**config.mk**
```make
export PLATFORM = sky130hd
export DESIGN_NAME = riio_gpi_ctrl
export DESIGN_NICKNAME = d
export VERILOG_FILES = /design/src/rtl/riio_gpi_ctrl.sv
export SDC_FILE = /design/constraint.sdc
export NUM_CORES = 1
export LEC_CHECK = 0
export BUFFER_PORTS_ARGS = -buffer_cell sky130_fd_sc_hd__buf_2
export CELL_PAD_IN_SITES_DETAIL_PLACEMENT = 1
export CELL_PAD_IN_SITES_GLOBAL_PLACEMENT = 2
export CORE_ASPECT_RATIO = 0.75
export CORE_MARGIN = 2
export CORE_UTILIZATION = 32
export CTS_BUF_LIST = sky130_fd_sc_hd__clkbuf_8
export CTS_CLUSTER_DIAMETER = 60
export DETAILED_ROUTE_END_ITERATION = 16
export GPL_TIMING_DRIVEN = 0
export PLACE_DENSITY = 0.86
export REMOVE_ABC_BUFFERS = 1
export SETUP_SLACK_MARGIN = 0.02
export SLEW_MARGIN = 10
export SYNTH_ARGS = -nofsm -noshare
export SYNTH_HDL_FRONTEND = slang
export SYNTH_SLANG_ARGS = --single-unit
```
**constraint.sdc**
```tcl
create_clock -name CLK_I -period 2.3 [get_ports CLK_I]
set_clock_uncertainty 0.15 [all_clocks]
set_input_delay 0 -clock CLK_I [delete_from_list [all_inputs] [get_ports CLK_I]]
set_output_delay 0 -clock CLK_I [all_outputs]
set_load 0.01 [all_outputs]
```
**src/rtl/riio_gpi_ctrl.sv**
```systemverilog
// Per-pad input-enable/Schmitt sequencing, debounce, edge pulses and interrupts for pulled-up GPI pads.
// Optional IRQ logic is built only when RIIO_GPI_CTRL_IRQ_EN is defined; otherwise IRQ outputs are tied 0.
module riio_gpi_ctrl #(
  parameter int N_PADS     = 4,
  parameter int DEB_W      = 8,
  parameter int SETTLE_CYC = 4
) (
  input  logic                  CLK_I,
  input  logic                  RST_I,
  input  logic [N_PADS-1:0]     EN_I,
  input  logic [2*N_PADS-1:0]   STE_CFG_I,
  input  logic [DEB_W-1:0]      DEB_LIMIT_I,
  input  logic [N_PADS-1:0]     PAD_DI_I,
  input  logic [N_PADS-1:0]     IRQ_RISE_EN_I,
  input  logic [N_PADS-1:0]     IRQ_FALL_EN_I,
  input  logic [N_PADS-1:0]     IRQ_MASK_I,
  input  logic [N_PADS-1:0]     IRQ_CLR_I,
  output logic [N_PADS-1:0]     PAD_IE_O,
  output logic [2*N_PADS-1:0]   PAD_STE_O,
  output logic [N_PADS-1:0]     LEVEL_O,
  output logic [N_PADS-1:0]     RISE_O,
  output logic [N_PADS-1:0]     FALL_O,
  output logic [N_PADS-1:0]     IRQ_STAT_O,
  output logic                  IRQ_O
);

  localparam int SET_W = (SETTLE_CYC > 1) ? $clog2(SETTLE_CYC) : 1;
  localparam logic [SET_W-1:0] SETTLE_LAST = SET_W'(SETTLE_CYC - 1);

  typedef enum logic [1:0] {OFF, ARM, ACTIVE} state_t;

  for (genvar n = 0; n < N_PADS; n++) begin : g_pad
    state_t           state, state_nxt;
    logic [1:0]       sync;
    logic             s;
    logic [SET_W-1:0] settle, settle_nxt;
    logic [DEB_W-1:0] deb, deb_nxt;
    logic             ie, ie_nxt;
    logic [1:0]       ste, ste_nxt;
    logic             level, level_nxt;
    logic             rise, rise_nxt;
    logic             fall, fall_nxt;

    assign s = sync[1];

    always_ff @(posedge CLK_I) begin
      if (RST_I) begin
        state  <= OFF;
        sync   <= '0;
        settle <= '0;
        deb    <= '0;
        ie     <= 1'b0;
        ste    <= '0;
        level  <= 1'b0;
        rise   <= 1'b0;
        fall   <= 1'b0;
      end else begin
        state  <= state_nxt;
        sync   <= {sync[0], PAD_DI_I[n]};
        settle <= settle_nxt;
        deb    <= deb_nxt;
        ie     <= ie_nxt;
        ste    <= ste_nxt;
        level  <= level_nxt;
        rise   <= rise_nxt;
        fall   <= fall_nxt;
      end
    end

    always_comb begin
      state_nxt  = state;
      settle_nxt = settle;
      deb_nxt    = deb;
      ie_nxt     = ie;
      ste_nxt    = ste;
      level_nxt  = level;
      rise_nxt   = 1'b0;
      fall_nxt   = 1'b0;
      // Disable wins from any state; Schmitt config is deliberately kept.
      if (!EN_I[n]) begin
        state_nxt  = OFF;
        settle_nxt = '0;
        deb_nxt    = '0;
        ie_nxt     = 1'b0;
        level_nxt  = 1'b0;
      end else begin
        case (state)
          OFF: begin
            state_nxt  = ARM;
            ie_nxt     = 1'b1;
            ste_nxt    = STE_CFG_I[2*n +: 2];
            settle_nxt = '0;
            deb_nxt    = '0;
          end
          ARM: begin
            if (settle == SETTLE_LAST) begin
              state_nxt = ACTIVE;
              level_nxt = s;
              deb_nxt   = '0;
            end else begin
              settle_nxt = settle + 1'b1;
            end
          end
          ACTIVE: begin
            // >= so a limit lowered mid-count takes effect on the next differing cycle.
            if (s != level) begin
              if (deb >= DEB_LIMIT_I) begin
                level_nxt = s;
                deb_nxt   = '0;
                rise_nxt  = s;
                fall_nxt  = ~s;
              end else begin
                deb_nxt = deb + 1'b1;
              end
            end else begin
              deb_nxt = '0;
            end
          end
          default: state_nxt = OFF;
        endcase
      end
    end

    assign PAD_IE_O[n]         = ie;
    assign PAD_STE_O[2*n +: 2] = ste;
    assign LEVEL_O[n]          = level;
    assign RISE_O[n]           = rise;
    assign FALL_O[n]           = fall;
  end

`ifdef RIIO_GPI_CTRL_IRQ_EN
  logic [N_PADS-1:0] stat;
  logic              irq;

  // Set takes priority over a coincident clear.
  always_ff @(posedge CLK_I) begin
    if (RST_I) begin
      stat <= '0;
      irq  <= 1'b0;
    end else begin
      stat <= (stat & ~IRQ_CLR_I) | (RISE_O & IRQ_RISE_EN_I) | (FALL_O & IRQ_FALL_EN_I);
      irq  <= |(stat & IRQ_MASK_I);
    end
  end

  assign IRQ_STAT_O = stat;
  assign IRQ_O      = irq;
`else
  logic unused_irq_in;
  assign unused_irq_in = ^{IRQ_RISE_EN_I, IRQ_FALL_EN_I, IRQ_MASK_I, IRQ_CLR_I};
  assign IRQ_STAT_O    = '0;
  assign IRQ_O         = 1'b0;
`endif

endmodule

```
==> impl_metrics.ini <==
[status]
outcome = finished, final reports clean

[timing]
min_period_over_period_pct = 98.0
worst_slew_pin_slew_ns = 0.888
maxSlewHeadroom_pct = 40.6
setup_ws_ns = 0.0466
max_freq_mhz = 444
finalSetupViolCount = 0
finalCriticalPeriod_ns = 2.25
drv_slew = 0
rsz0062_at_grt = yes
tns_ns = 0
hold_viol = 0

[final_layout]
syn2layout_area_growth_pct = 20.0
nets = 635
fillers = 1557
multiInputGateArea_um2 = 2440
final_cell_area_um2 = 5170
drive_above_1_share_pct = 17.4
fin_cells = 727
regArea_um2 = 1610
diodes = 0
fin_util_pct = 39.6

[logic_synthesis]
async_flop_share_pct = 0
syn_area_um2 = 4310
synth-warning-count = 0
synth_ff_type = dfxtp_1
synth_xor_area_share_pct = 1.83
synth_cell_types = 55
synth.avg_cell_area_um2 = 8.83
ys_seq_area_share_pct = 37.2
ys_ff_latch = 80
yosys-top-cells-area = dfxtp_1 37%, ha_1 12%, nor2_1 5.1%, buf_4 3.8%, nand2_1 2.7%
synth_top_family_by_area = simple AND/OR/NAND/NOR gates
synth_fa_ha_area_share_pct = 11.6
syn_inst = 488
synthTopCellsByCount = 80 x dfxtp_1, 59 x nor2_1, 40 x ha_1
yosysMostFrequentCell = dfxtp_1
synth_top_area_share_pct = 37.2
synth_mux_area_share_pct = 2.61
synth_top_cell_by_area = dfxtp_1
synth_simple_gate_area_share_pct = 22.3
synth_edf_count = 0
synth_compound_area_share_pct = 16.7

[detailed_routing]
wl_per_cell_um = 14.8
ant_nets = 0
via_per_inst = 5.07
vias = 3686
drtIter0Drc = 139
drc = 0
drt_pass1_iterations = 4
wl_um = 10800

[placed_design]
portBuffers = 49
dp_slack_ns = -0.402
place_area_um2 = 4550
place.gp.congestion = 0.734
dp_hpwl_um = 7620
dp.cells = 677

[critical_path]
critPathCaptureType = flop
cp-start-kind = flop
critPathMaxFanout = 12
required_ns = 2.45
critPathLaunch = g_pad[0].deb[0]
critical_path_class = flop to flop
reg2reg_from = g_pad[0].deb[0]
worst-endpoint-arrival_ns = 2.41

[global_routing]
antenna_found_initial = 0
grt_pass1_vias = 3771
grt_pass1_wl_um = 18200
grt_max_degree = 25
grt_overflow = 0
track_usage_pct = 15.8

[floorplanning]
fp.dieW_um = 138
start_util_pct = 33.0
rows = 36
placeableCoreArea_um2 = 13100
ios = 71
die-height_um = 104
die-area_um2 = 14400

[hold_path]
hp-start = EN_I[3]
worst_hold_path_type = primary input to flop

[clock_network]
clk_latency_ns = 0.36
cts_buffers = 9
path_clk_slew_ns = 0.08
cts_tree = yes
cts-root-buf = clkbuf_8
cts.sinks = 80
cts_buffer_depth = 2
ctsHtreeMaxLevel = 3

[power_and_ir_drop]
powerDensity_nw_per_um2 = 525
p_leak_nw = 2.09
ir_drop_uv = 320

[job]
maxCapViolCount = 0
-- power breakdown --
part	total, W	internal (W)	switching, W
logic	0.000245	0.000115	0.000130
registers	0.00143	0.00141	0.0000196
clock network	0.00104	0.000547	0.000494
-- registers in the layout (all words and copies together), names as in the netlist --
register,count
g_pad.fall,4
g_pad.ste,8
g_pad.settle,8
g_pad.deb,32
g_pad.ie,4
g_pad.rise,4
g_pad.state,8
g_pad.level,4
g_pad.sync,8
-- layer usage --
metal / vias up / GRT usage, % / part of all wire, %
met5: - / 0 / 0
met4: 0 / 4.74 / 1.0
met3: 10 / 3.46 / 3.2
met2: 51 / 26.7 / 50
met1: 1784 / 19.9 / 46
li1: 1841 / - / -
-- final timing paths --
check,end,slack (ns),cells past startpoint
min reg2reg,g_pad[2].sync[1],0.29,1
max,g_pad[0].deb[7],0.05,8
min,g_pad[3].deb[0],0.03,3
max reg2reg,g_pad[0].deb[7],0.05,8
-- cell usage in the layout, fill, tap and decap left out, drive strengths merged, types with 3 or more instances in the layout --
| cell | instances |
|---|---|
| inv | 27 |
| nand3 | 22 |
| a22oi | 4 |
| nor3b | 5 |
| a211oi | 10 |
| conb | 5 |
| and2 | 3 |
| nand2b | 9 |
| nor4 | 5 |
| a22o | 5 |
| mux2i | 9 |
| nand3b | 7 |
| a21oi | 23 |
| nand4 | 6 |
| nand4b | 4 |
| o21ai | 14 |
| nor2 | 59 |
| a41oi | 4 |
| dlygate4sd3 | 29 |
| a32oi | 5 |
| a311oi | 6 |
| dfxtp | 80 |
| buf | 56 |
| nand2 | 31 |
| and3 | 10 |
| clkbuf | 11 |
| xnor2 | 7 |
| nor2b | 15 |
| ha | 40 |
| nor3 | 8 |
| a31oi | 13 |
-- per-stage QoR --
| step | total power [W] | hold slack (ns) |
|---|---|---|
| 3_5_place_dp | 0.00166 | 0.0657 |
| 2_1_floorplan | 0.00157 | -0.0809 |
| 5_1_grt | 0.00285 | 0.0518 |
| 6_report | 0.00271 | 0.0327 |
| 4_1_cts | 0.00275 | 0.00842 |
| 3_3_place_gp | 0.00164 | 0.0604 |
-- kinds of logic after synthesis --
logic type | after synthesis
flip-flops | 80
buffers and inverters | 62
XOR/XNOR | 9
multiplexers | 11
AO/OA/AOI/OAI | 96
adder cells (fa/ha/maj) | 40
other | 1
AND/OR/NAND/NOR | 189
-- final cells by class --
| class | count | area share, % |
|---|---|---|
| multi-input combinational | 350 | 47.1 |
| sequential | 80 | 31.1 |
| timing repair buffer | 85 | 11.9 |
| tap | 171 | 4.14 |
| clock buffer | 11 | 2.93 |
| inverter | 27 | 1.96 |
| clock inverter | 3 | 0.823 |
-- repair_timing --
action                                  4_1_cts  5_1_grt
hold buffers                                 29        0
cloned                                        0        0
endpoints found under the setup margin       31       20
endpoints found under the hold margin        18        0
setup buffers                                 5        2
pin swaps                                     4        3
gates resized for setup                       5        8
-- critical path, cell delays in order, from the launching register on --
cell and delay [ns]:
dfxtp_4 0.38, inv_1 0.05, ha_1 0.26, nand2b_4 0.13
a2111o_1 0.43, a2111oi_4 0.37, buf_12 0.18, and3_1 0.15
a221o_1 0.10
No activity file was read; power rests on OpenSTA's default activity.
